[src/rtl/fetch_unit.sv]
// Instruction-fetch front end: owns the PC, issues req/ack fetches to instruction
// memory, and buffers prefetched instructions in a small FIFO feeding decode.
module fetch_unit #(
  parameter int unsigned     XLEN     = 32,
  parameter int unsigned     DEPTH    = 4,
  parameter logic [XLEN-1:0] RESET_PC = '0
) (
  input  logic                   clk,
  input  logic                   reset,
  output logic                   imem_req,
  output logic [XLEN-1:0]        imem_addr,
  input  logic                   imem_ack,
  input  logic [31:0]            imem_rdata,
  input  logic                   redir_valid,
  input  logic [1:0]             redir_mode,
  input  logic [XLEN-1:0]        redir_pc,
  input  logic [25:0]            redir_imm,
  input  logic [XLEN-1:0]        redir_reg,
  output logic                   ins_valid,
  input  logic                   ins_ready,
  output logic [31:0]            ins_data,
  output logic [XLEN-1:0]        ins_pc,
  output logic [XLEN-1:0]        ins_pc4,
  output logic [$clog2(DEPTH):0] q_count,
  output logic                   misalign
);

  localparam int unsigned     AW   = $clog2(DEPTH);
  localparam int unsigned     CW   = AW + 1;
  localparam logic [CW-1:0]   FULL = CW'(DEPTH);
  localparam logic [XLEN-1:0] FOUR = XLEN'(4);

  typedef enum logic [1:0] {
    MODE_BRANCH = 2'b00,
    MODE_JUMP   = 2'b01,
    MODE_JR     = 2'b10,
    MODE_RESYNC = 2'b11
  } redir_mode_e;

  redir_mode_e     mode;
  logic [XLEN-1:0] fetch_pc;
  logic [XLEN-1:0] fetch_pc_next;
  logic [XLEN-1:0] redir_pc4;
  logic [XLEN-1:0] branch_off;
  logic [XLEN-1:0] redir_target;
  logic            drop;
  logic            ack;
  logic            enq;
  logic            pop;
  logic            issue;
  logic [AW-1:0]   wptr;
  logic [AW-1:0]   rptr;
  logic [CW-1:0]   count;
  logic [CW-1:0]   count_next;

  logic [31:0]     data_mem [DEPTH];
  logic [XLEN-1:0] pc_mem   [DEPTH];
  logic [XLEN-1:0] pc4_mem  [DEPTH];

  assign mode = redir_mode_e'(redir_mode);

  always_comb begin
    redir_pc4    = redir_pc + FOUR;
    branch_off   = {{(XLEN-18){redir_imm[15]}}, redir_imm[15:0], 2'b00};
    redir_target = redir_pc4;
    case (mode)
      MODE_BRANCH: redir_target = redir_pc4 + branch_off;
      MODE_JUMP:   redir_target = {redir_pc4[XLEN-1:28], redir_imm, 2'b00};
      MODE_JR:     redir_target = {redir_reg[XLEN-1:2], 2'b00};
      default:     redir_target = redir_pc4;
    endcase
  end

  // A dropped (stale) ack neither enqueues nor advances the PC; a redirect
  // empties the queue, so the credit check after it always sees room.
  always_comb begin
    ack   = imem_req & imem_ack;
    pop   = ins_valid & ins_ready;
    enq   = ack & ~drop & ~redir_valid;
    fetch_pc_next = fetch_pc;
    if (redir_valid)
      fetch_pc_next = redir_target;
    else if (ack && !drop)
      fetch_pc_next = fetch_pc + FOUR;
    count_next = redir_valid ? '0 : count + CW'(enq) - CW'(pop);
    issue      = (~imem_req | ack) & (count_next < FULL);
  end

  always_ff @(posedge clk or posedge reset) begin
    if (reset) begin
      fetch_pc  <= RESET_PC;
      imem_req  <= 1'b0;
      imem_addr <= RESET_PC;
      drop      <= 1'b0;
      misalign  <= 1'b0;
      wptr      <= '0;
      rptr      <= '0;
      count     <= '0;
    end else begin
      fetch_pc <= fetch_pc_next;
      count    <= count_next;
      if (issue) begin
        imem_req  <= 1'b1;
        imem_addr <= fetch_pc_next;
      end else if (ack) begin
        imem_req <= 1'b0;
      end
      if (ack)
        drop <= 1'b0;
      else if (redir_valid && imem_req)
        drop <= 1'b1;
      misalign <= redir_valid & (mode == MODE_JR) & (|redir_reg[1:0]);
      if (redir_valid) begin
        wptr <= '0;
        rptr <= '0;
      end else begin
        if (enq)
          wptr <= wptr + AW'(1);
        if (pop)
          rptr <= rptr + AW'(1);
      end
    end
  end

  always_ff @(posedge clk) begin
    if (enq) begin
      data_mem[wptr] <= imem_rdata;
      pc_mem[wptr]   <= fetch_pc;
      pc4_mem[wptr]  <= fetch_pc + FOUR;
    end
  end

  // Head fields are forced to zero while empty so flushed or reset state never leaks out.
  assign ins_valid = (count != '0);
  assign ins_data  = ins_valid ? data_mem[rptr] : '0;
  assign ins_pc    = ins_valid ? pc_mem[rptr]   : '0;
  assign ins_pc4   = ins_valid ? pc4_mem[rptr]  : '0;
  assign q_count   = count;

endmodule

[config.mk]
export PLATFORM = sky130hd
export DESIGN_NAME = fetch_unit
export DESIGN_NICKNAME = d
export VERILOG_FILES = /design/src/rtl/fetch_unit.sv
export SDC_FILE = /design/constraint.sdc
export NUM_CORES = 1
export LEC_CHECK = 0
export CELL_PAD_IN_SITES_DETAIL_PLACEMENT = 0
export CELL_PAD_IN_SITES_GLOBAL_PLACEMENT = 1
export CORE_ASPECT_RATIO = 0.75
export CORE_MARGIN = 8
export CORE_UTILIZATION = 50
export CTS_BUF_LIST = sky130_fd_sc_hd__clkbuf_4
export CTS_CLUSTER_SIZE = 8
export DETAILED_ROUTE_END_ITERATION = 10
export PLACE_DENSITY = 0.86
export RECOVER_POWER = 50
export SYNTH_ARGS = -nofsm -noshare
export SYNTH_HDL_FRONTEND = slang
export SYNTH_SLANG_ARGS = --single-unit
export TNS_END_PERCENT = 100
[constraint.sdc]
create_clock -name clk -period 6.71 [get_ports clk]
set_input_delay 1.342 -clock clk [delete_from_list [all_inputs] [get_ports clk]]
set_output_delay 1.342 -clock clk [all_outputs]
set_load 0.03 [all_outputs]
==> results.md, run 1 <==
* Crit path DAT at 3810 ps
* Largest fanout on the critical path at 45
* Cell area after layout at 25700 µm²
* Initial antenna violation count at 5
* DIE HEIGHT at 194 µm
* Share of synthesized area spent on multiplexers at 13.4%
* H-tree levels at 3
* Clk pin slew, worst setup/hold paths at 60 ps
* Vias in the first global route at 13893
* Chip Width at 253 µm
* CP required at 5370 ps
* Placed Cells at 2212
* Starting Density at 50.5%
* Worst-Margin Slew at 3290 ps
* Crit end category: output port
* Nets at 1926
* Hold path endpoint: imem_addr[16]
* Max-cap violation count at 6
* Max layer used: met5
* Compound-Gate Fraction of Synth Area at 5.27%
* CTS root buf: clkbuf_4
* Max Fclk at 194 MHz
* Site row count at 65
* Reg2Reg Depth at 5
* Ys async rst share at 16.4%
* Top cells by area, synth: edfxtp_1 (53%), mux4_2 (11%), dfrtp_1 (8.8%)
* Synth top area share at 53.4%
* DP HPWL at 38.3 mm
* Slack of the worst reg-to-reg path at 2280 ps
* Minimum clock period at 5150 ps
* Syn Area/Cell at 14.8 µm²
* Area occupied by multi-input gates at 7580 µm²
* Postcts setup bufs at 0
* Clk sinks at 450
* Layout Cells excl Fill at 2412
* First-pass GRT wire length at 82.7 mm
* Critical Path Start Type: register
* Hold-fix buffers, CTS at 0
* Max Clock Skew at 73.1 ps
* CTS tree: done
* Largest net degree at the start of global routing at 72
* Layout area overhead at 21.7%
* Yosys reg bits at 450
* Metal3 WL at 4.38 mm
* # resized after CTS at 0
* DR vias at 13479
* Top post-synthesis cells by count: edfxtp_1 (376), mux4_2 (107), and2_1 (102), nor2_1 (96), nand2_1 (82)
* Cell Pwr Density at 377 nW/µm²
* DR WL/cell at 22.6 µm
* Pwr Total at 9.69 mW
* Max Root-Sink Buffers at 3
* Hold path startpoint: imem_addr[16]
* Synth unique cells at 69
* Final Util at 61.4%
* Final ANT Viol Nets at 0
* Synth Warn # at 0
* EDFF count, synth at 376
* RePlAce Congestion at 0.890
* PortBufs at 262
* Filler cells at 3225
* Worst vdd ir at 0.203 mV
* Placed cell area at 24400 µm²
* CTS Buf Count at 108
* Period Utilization, post-route at 76.7%
* Share of layout cells above drive strength 1 at 19.0%
* Synth Area in Simple Gates at 10.0%
* Leak at 8.99 nW
* Xor-xnor portion of the synthesized cell area at 4.50%
* Final slew viol count at 236
* Vias per cell at 5.59
* Place WS at 1340 ps
* Synthesized Nets at 1606
* Storage element area at 13200 µm²
* Clock Latency Late Sink at 850 ps
* Worst Path Class, Setup: register to output port
* Final TNS setup at 0 ps
* Worst hold path type: register to register
* IO Count at 263
* Dominant synthesized flop cell: edfxtp_1
* Initial DRC Count at 959
* Mapped Area at 21100 µm²
* DRT Pass-1 Iters at 5
* CORE AREA at 41900 µm²
* Met2 WL at 24.6 mm
* Worst hold slack at 505 ps
* Syn Inst Count at 1433
* Hold path depth at 2
* Synth Area in Adders at 2.68%
* Register area share after synthesis at 62.2%
* Total GRT Usage at 21.9%
* Top-count cell post-synth: edfxtp_1
* # DRC at 0
* Unrepaired setup endpoints after global routing: no
* R2r endpoint: pc_mem[3][12]
* Largest family of logic cells by synthesized area: multiplexers
* GRT overflow at 0
* Post-synth top area cell: edfxtp_1
* FF-to-FF Start: imem_req
* Met1 wire length at 24.8 mm
* Rel. slew slack at -119%
* Failing checks: max-capacitance violations, max-slew violations
* Die ar. at 49200 µm²
* Total Wirelength at 54.4 mm
* Finish-stage setup viols at 0
* Final Hold Viols at 0
* Status: complete, but fails checks
* Final WS setup at 1560 ps
power by group:
group / switching (mW) / total [mW] / internal (mW)
sequential: 0.333 / 3.74 / 3.41
combinational: 2.10 / 3.75 / 1.66
clock: 1.07 / 2.20 / 1.13
placed cells by master, fill, tap and decap left out, types with 9 or more instances in the layout:
cell type	Yosys	layout
a21o_1	17	17
a21oi_1	43	43
a31oi_1	15	15
and2_1	102	98
and3_1	18	18
buf_4	4	17
clkbuf_4	0	165
clkdlybuf4s50_1	0	225
clkinv_1	1	22
dfrtp_1	74	72
dlygate4sd3_1	0	35
edfxtp_1	376	376
ha_1	42	42
inv_1	31	31
mux2_2	22	22
mux2i_1	12	12
mux4_2	107	107
nand2_1	82	82
nand3_1	39	39
nand4_1	20	20
nor2_1	96	96
nor2b_1	10	9
nor3_1	9	9
o21ai_0	46	46
xnor2_1	67	67
xor2_1	38	38
worst max-delay path, stage by stage, from the launching register on:
cell and delay [ps]:
dfrtp_4 1010, buf_4 590, mux4_2 570, and2_1 180, clkdlybuf4s50_1 610
flip-flops by register name, indices dropped and copies added, names as in the netlist:
signal	cells
q_count	3
fetch_pc	32
misalign	1
imem_addr	32
drop	1
pc4_mem	128
pc_mem	120
data_mem	128
wptr	2
rptr	2
imem_req	1
layer usage:
layer  vias up  global-route usage [%]
met1      6723                    32.3
li1       6162                       -
met5         -                       0
met2       524                    32.3
met3        66                    5.55
met4         4                    5.09
how the worst max path moves through the flow:
stage / from / end / slack (ps) / cells past startpoint
after floorplan: redir_valid / data_mem[0][0] / 1870 / 5
after global placement: redir_pc[2] / fetch_pc[23] / 1350 / 16
after detailed placement: redir_pc[2] / imem_addr[31] / 1340 / 16
after CTS: rptr[0] / ins_pc4[25] / 1370 / 4
after global routing: reset / rptr[1] / 880 / 3
final: rptr[0] / ins_pc[20] / 1560 / 4
layout make-up:
| type | instances | share of cell area, % |
|---|---|---|
| well taps | 569 | 2.77 |
| inverters | 32 | 0.467 |
| multi-input cells | 877 | 29.5 |
| clock buffers | 165 | 4.81 |
| clock inverters | 30 | 0.598 |
| diodes | 5 | 0.0486 |
| repair buffers | 284 | 10.7 |
| flip-flops and latches | 450 | 51.1 |
cells by family (layout without fill, tap and decap cells):
family,count (synthesis),in the layout
compound gates,174,174
xor+xnor,107,107
fa+ha+maj,44,44
buf+inv,106,511
flops,450,450
mux,144,144
other cells,0,5
simple gates,408,408
Power figures use the tool's default switching activity.
==> run 2: changes to the inputs <==
--- a/config.mk
+++ b/config.mk
@@ -9,11 +9,11 @@
 export CELL_PAD_IN_SITES_GLOBAL_PLACEMENT = 1
 export CORE_ASPECT_RATIO = 0.75
 export CORE_MARGIN = 8
-export CORE_UTILIZATION = 50
+export CORE_UTILIZATION = 43
 export CTS_BUF_LIST = sky130_fd_sc_hd__clkbuf_4
 export CTS_CLUSTER_SIZE = 8
 export DETAILED_ROUTE_END_ITERATION = 10
-export PLACE_DENSITY = 0.86
+export PLACE_DENSITY = 0.79
 export RECOVER_POWER = 50
 export SYNTH_ARGS = -nofsm -noshare
 export SYNTH_HDL_FRONTEND = slang
==> constraint.sdc (replaced) <==
create_clock -name clk -period 4.3 [get_ports clk]
set_input_delay 0.86 -clock clk [delete_from_list [all_inputs] [get_ports clk]]
set_output_delay 0.86 -clock clk [all_outputs]
set_load 0.03 [all_outputs]
==> results.md, run 2 (synthesis results as in run 1) <==
* Status: complete, but fails checks
* Failing checks: max-capacitance violations, max-slew violations
* Max Fclk at 248 MHz
* Number of cells on the critical path at 7 (+3)
* Cell family with most CP delay: simple AND/OR/NAND/NOR gates
* Clk pin slew, worst setup/hold paths at 70 ps (about the same)
* Hold-fix buffers, CTS at 0 (unchanged)
* Commonest non-fill, non-tap cell in the layout: edfxtp_1
* Total GRT Usage at 19.7% (-2.2 points)
* Period Utilization, post-route at 94.0%
* CTS root buf: clkbuf_4
* Slowest cell delay on critical path at 1480 ps (+470 ps)
* DR vias at 13884 (+3.0%)
* Cell Pwr Density at 569 nW/µm² (+51%)
* Die ar. at 56600 µm² (+15%)
* Largest net degree at the start of global routing at 96 (+33%)
* Layout Cells excl Fill at 2635 (+9.2%)
* Final Hold Viols at 0 (unchanged)
* IO Count at 263 (unchanged)
* GRT overflow at 0 (unchanged)
* Share of layout cells above drive strength 1 at 25.2% (+6.3 points)
* Filler cells at 4031 (+25%)
* Storage element area at 13200 µm² (unchanged)
* Int Power at 9.87 mW (+59%)
* Max-cap violation count at 4 (-2)
* Clk pwr share at 22.2% (-0.5 points)
* Final ANT Viol Nets at 0 (unchanged)
* CORE AREA at 48600 µm² (+16%)
* DR WL/cell at 21.3 µm (-5.7%)
* Vias in the first global route at 14488 (+4.3%)
* CP required at 4740 ps (-630 ps)
* Final Util at 55.6% (-5.8 points)
* Area occupied by multi-input gates at 7580 µm² (unchanged)
* H-tree levels at 3 (unchanged)
* Leak at 9.73 nW (+8.3%)
* Seq pwr share at 37.3% (-1.3 points)
* Finish-stage setup viols at 0 (unchanged)
* Reg2Reg Depth at 6 (+1)
* CP cell instances: dlygate4sd3_1 -> nand2_1 -> or2_2 -> nor2_1 -> clkbuf_1 -> and2_0 -> clkbuf_4
* Critical Path Start Type: input pin
* Max Root-Sink Buffers at 3 (unchanged)
* Starting Density at 43.5% (-7.0 points)
* Rel. slew slack at -74.1% (+45 points)
* Largest fanout on the critical path at 34 (-24%)
* Placed Cells at 2438 (+10%)
* RePlAce Congestion at 0.872 (-2.0%)
* Chip Width at 272 µm (+7.3%)
* PortBufs at 262 (unchanged)
* Buf/Inv on CP at 3 (+1)
* Initial DRC Count at 859 (-10%)
* Layout area overhead at 27.9%
* Crit path DAT at 4480 ps (+670 ps)
* Minimum clock period at 4040 ps
* Final slew viol count at 166 (-30%)
* Worst Path Class, Setup: input pin to register
* Slowest-stage cell, CP: and2_0
* Top flop regs: data_mem (128), pc4_mem (128), pc_mem (120)
* Clk sinks at 450 (unchanged)
* Unrepaired setup endpoints after global routing: no
* Clock Latency Late Sink at 850 ps (about the same)
* Hold path depth at 1 (-1)
* Switching pwr at 5.52 mW (+58%)
* Combinational share of power at 40.5% (+1.8 points)
* Max Clock Skew at 75.3 ps (+2.11 ps)
* Vias per cell at 5.27 (-5.7%)
* # DRC at 0 (unchanged)
* Total Wirelength at 56.1 mm (+3.0%)
* Worst hold path type: register to register
* Worst vdd ir at 0.279 mV (+37%)
* CTS Buf Count at 110 (+1.9%)
* Site row count at 70 (+7.7%)
* DP HPWL at 40.0 mm (+4.5%)
* Crit end category: register
* Switching share of power at 35.9% (-0.24 points)
* CTS tree: done
* Postcts setup bufs at 0 (unchanged)
* DIE HEIGHT at 208 µm (+7.2%)
* First-pass GRT wire length at 86.6 mm (+4.7%)
* # resized after CTS at 0 (unchanged)
* Final TNS setup at 0 ps (unchanged)
* Worst-Margin Slew at 2600 ps (-693 ps)
* Commonest cells after routing, fill and taps aside: edfxtp_1 (376), clkdlybuf4s50_1 (226), clkbuf_4 (166)
* Nets at 2076 (+7.8%)
* Worst hold slack at 487 ps (-18.6 ps)
* Pwr Total at 15.4 mW (+59%)
* DRT Pass-1 Iters at 5 (unchanged)
* Initial antenna violation count at 4 (-1)
[run 2: worst reg2reg max path, delay by kind of cell, from the launching register on]
| kind | cells | cell delay, ps |
|---|---|---|
| buffers and inverters | 2 | 980 |
| DFF | 1 | 420 |
| and+or+nand+nor | 4 | 2020 |
[run 2: area by class of cell]
cell class,count,area share [%]
Antenna cell,2,0.0185
Clock buffer,163,4.53
Clock inverter,31,0.625
Inverter,32,0.449
Multi-Input combinational cell,877,28.0
Sequential cell,450,48.6
Tap cell,648,3.00
Timing Repair Buffer,432,14.7
[run 2: path summary, 6_finish.rpt]
kind | slack [ps] | start | endpoint
max in group asynchronous | 1120 | reset | imem_addr[18]
min reg2reg | 490 | imem_req | drop
max | 260 | imem_ack | data_mem[1][3]
max reg2reg | 520 | imem_req | data_mem[1][3]
min | 490 | imem_req | drop
min in group asynchronous | 1220 | reset | fetch_pc[0]
[run 2: power groups by stage]
| stage | registers (mW) | clock network, mW | logic [mW] |
|---|---|---|---|
| floorplan | 5.93 | 0 | 3.46 |
| global placement | 5.83 | 0 | 6.28 |
| detailed placement | 5.85 | 0 | 6.32 |
| CTS | 5.76 | 3.53 | 6.34 |
| global route | 5.79 | 3.76 | 6.66 |
| finish | 5.74 | 3.41 | 6.24 |
[run 2: metal layers]
metal | up-vias | part of all wire, % | GRT usage [%]
li1 | 6464 | - | -
met1 | 6862 | 46 | 28.4
met2 | 483 | 45 | 30.0
met3 | 71 | 7.2 | 5.10
met4 | 4 | 1.3 | 4.11
met5 | - | 0.041 | 0
[run 2: stage by stage]
| stage | worst slack, ps | area (µm²) |
|---|---|---|
| 2_1_floorplan | 219 | 21100 |
| 3_3_place_gp | -367 | 25700 |
| 6_report | 260 | 27000 |
| 5_1_grt | 85.7 | 27000 |
| 4_1_cts | 43.8 | 27100 |
| 3_5_place_dp | -351 | 25700 |
==> run 3: changes to the inputs <==
--- a/config.mk
+++ b/config.mk
@@ -8,13 +8,13 @@
 export CELL_PAD_IN_SITES_DETAIL_PLACEMENT = 0
 export CELL_PAD_IN_SITES_GLOBAL_PLACEMENT = 1
 export CORE_ASPECT_RATIO = 0.75
-export CORE_MARGIN = 8
 export CORE_UTILIZATION = 43
 export CTS_BUF_LIST = sky130_fd_sc_hd__clkbuf_4
 export CTS_CLUSTER_SIZE = 8
 export DETAILED_ROUTE_END_ITERATION = 10
 export PLACE_DENSITY = 0.79
 export RECOVER_POWER = 50
+export SLEW_MARGIN = 20
 export SYNTH_ARGS = -nofsm -noshare
 export SYNTH_HDL_FRONTEND = slang
 export SYNTH_SLANG_ARGS = --single-unit
==> results.md, run 3 (synthesis results as in run 1) <==
* Status: complete, but fails checks
* Failing checks: max-capacitance violations, max-slew violations
* Site row count at 69 (-1.4%)
* Chip Width at 258 µm (-5.1%)
* DIE HEIGHT at 194 µm (-6.7%)
* Share of layout cells above drive strength 1 at 24.2% (-1.1 points)
* Final ANT Viol Nets at 0 (unchanged)
* Finish-stage setup viols at 0 (unchanged)
* Die ar. at 50100 µm² (-12%)
* Largest net degree at the start of global routing at 96 (unchanged)
* RePlAce Congestion at 0.891 (+2.3%)
* Max Fclk at 247 MHz (-0.23%)
* Total GRT Usage at 22.1% (+2.4 points)
* Hold path depth at 2 (+1)
* CORE AREA at 47900 µm² (-1.4%)
* Clk sinks at 450 (unchanged)
* Layout area overhead at 27.5%
* DP HPWL at 38.0 mm (-5.0%)
* Max Clock Skew at 65.8 ps (-9.44 ps)
* Number of cells on the critical path at 4 (-3)
* PortBufs at 262 (unchanged)
* Leak at 9.67 nW (-0.71%)
* Minimum clock period at 4050 ps (+9.40 ps)
* CTS tree: done
* H-tree levels at 3 (unchanged)
* Max Root-Sink Buffers at 3 (unchanged)
* Critical Path Start Type: register
* Reg2Reg Depth at 6 (unchanged)
* Commonest non-fill, non-tap cell in the layout: edfxtp_1
* Final Hold Viols at 0 (unchanged)
* Pwr Total at 15.4 mW (-0.22%)
* Largest fanout on the critical path at 26 (-24%)
* CP cell instances: buf_12 -> mux4_2 -> and2_1 -> clkdlybuf4s50_1
* Period Utilization, post-route at 94.2% (+0.22 points)
* Crit path DAT at 3190 ps (-1290 ps)
* Max-cap violation count at 6 (+2)
* DR vias at 13857 (-0.19%)
* Postcts setup bufs at 1 (+1)
* Rel. slew slack at -87.6% (-13 points)
* Worst Path Class, Setup: register to output port
* Initial antenna violation count at 3 (-1)
* # DRC at 0 (unchanged)
* Worst-Margin Slew at 2810 ps (+216 ps)
* # resized after CTS at 0 (unchanged)
* Nets at 2060 (-0.77%)
* Starting Density at 44.1% (+0.63 points)
* Worst hold slack at 495 ps (+8.11 ps)
* CTS Buf Count at 108 (-1.8%)
* Final WS setup at 250 ps (-9.40 ps)
* Initial DRC Count at 931 (+8.4%)
* Buf/Inv on CP at 2 (-1)
* Total Wirelength at 54.5 mm (-2.9%)
* CTS root buf: clkbuf_4
* Cell Pwr Density at 570 nW/µm² (about the same)
* GRT overflow at 0 (unchanged)
* DRT Pass-1 Iters at 5 (unchanged)
* Crit end category: output port
* Top flop regs: data_mem (128), pc4_mem (128), pc_mem (120)
* First-pass GRT wire length at 84.0 mm (-3.1%)
* Hold-fix buffers, CTS at 0 (unchanged)
* Vias in the first global route at 14135 (-2.4%)
* Vias per cell at 5.29 (+0.34%)
* Clock Latency Late Sink at 840 ps (about the same)
* CP required at 3440 ps (-1300 ps)
* Worst vdd ir at 0.386 mV (+38%)
* Clk pin slew, worst setup/hold paths at 60 ps (about the same)
* Place WS at -273 ps (+78.4 ps)
* Commonest cells after routing, fill and taps aside: edfxtp_1 (376), clkdlybuf4s50_1 (225), clkbuf_4 (161)
* Cell family with most CP delay: buffers and inverters
* IO Count at 263 (unchanged)
* Worst hold path type: register to register
* Slowest cell delay on critical path at 670 ps (-810 ps)
* DR WL/cell at 20.8 µm (-2.4%)
* Slowest-stage cell, CP: clkdlybuf4s50_1
* Final slew viol count at 353 (+110%)
[run 3: worst register-to-register path: stages, from the launching register on]
cell	delay, ps
dfrtp_1	400
nand2_1	80
or2_2	290
nor2_1	160
clkbuf_1	160
and2_0	140
clkbuf_2	1980
[run 3: through the flow]
step,cells,instance area (µm²),util (%),TNS (ps)
6_report,2621,26900,56.2,0
5_1_grt,2621,26900,56.2,-1.06
4_1_cts,2617,27000,56.4,0
3_5_place_dp,2415,25600,53.4,-4220
3_3_place_gp,2415,25600,53.4,-2830
2_1_floorplan,1433,21100,-,0
[run 3: final timing paths]
kind                            slack [ps]     startpoint            end
worst max-delay path                   250        rptr[0]    ins_pc4[12]
worst min-delay path                   490  imem_addr[16]  imem_addr[16]
worst max register to register         590       imem_req  pc_mem[0][17]
worst min register to register         490  imem_addr[16]  imem_addr[16]
max in group asynchronous             1400          reset   fetch_pc[17]
min in group asynchronous             1170          reset   fetch_pc[22]
[run 3: area by class of cell]
class / count / area [µm²]
Tap cell: 639 / 800
Clock inverter: 40 / 200
Multi-Input combinational cell: 877 / 7580
Clock buffer: 161 / 1210
Timing Repair Buffer: 418 / 3880
Fill cell: 3965 / 21000
Inverter: 32 / 121
Antenna cell: 4 / 10.0
Sequential cell: 450 / 13200
[run 3: power by group]
part           leakage (nW)  internal, mW  switching (mW)
sequential             4.28          5.34           0.429
combinational          4.55          2.76            3.38
clock                 0.835          1.79            1.66
total                  9.67          9.89            5.47
[run 3: metal layers]
layer,GRT usage [%],wire (µm),vias up
met2,32.8,24500,490
met3,5.79,3680,50
met5,0,0,-
li1,-,-,6434
met4,5.50,765,0
met1,32.5,25500,6883
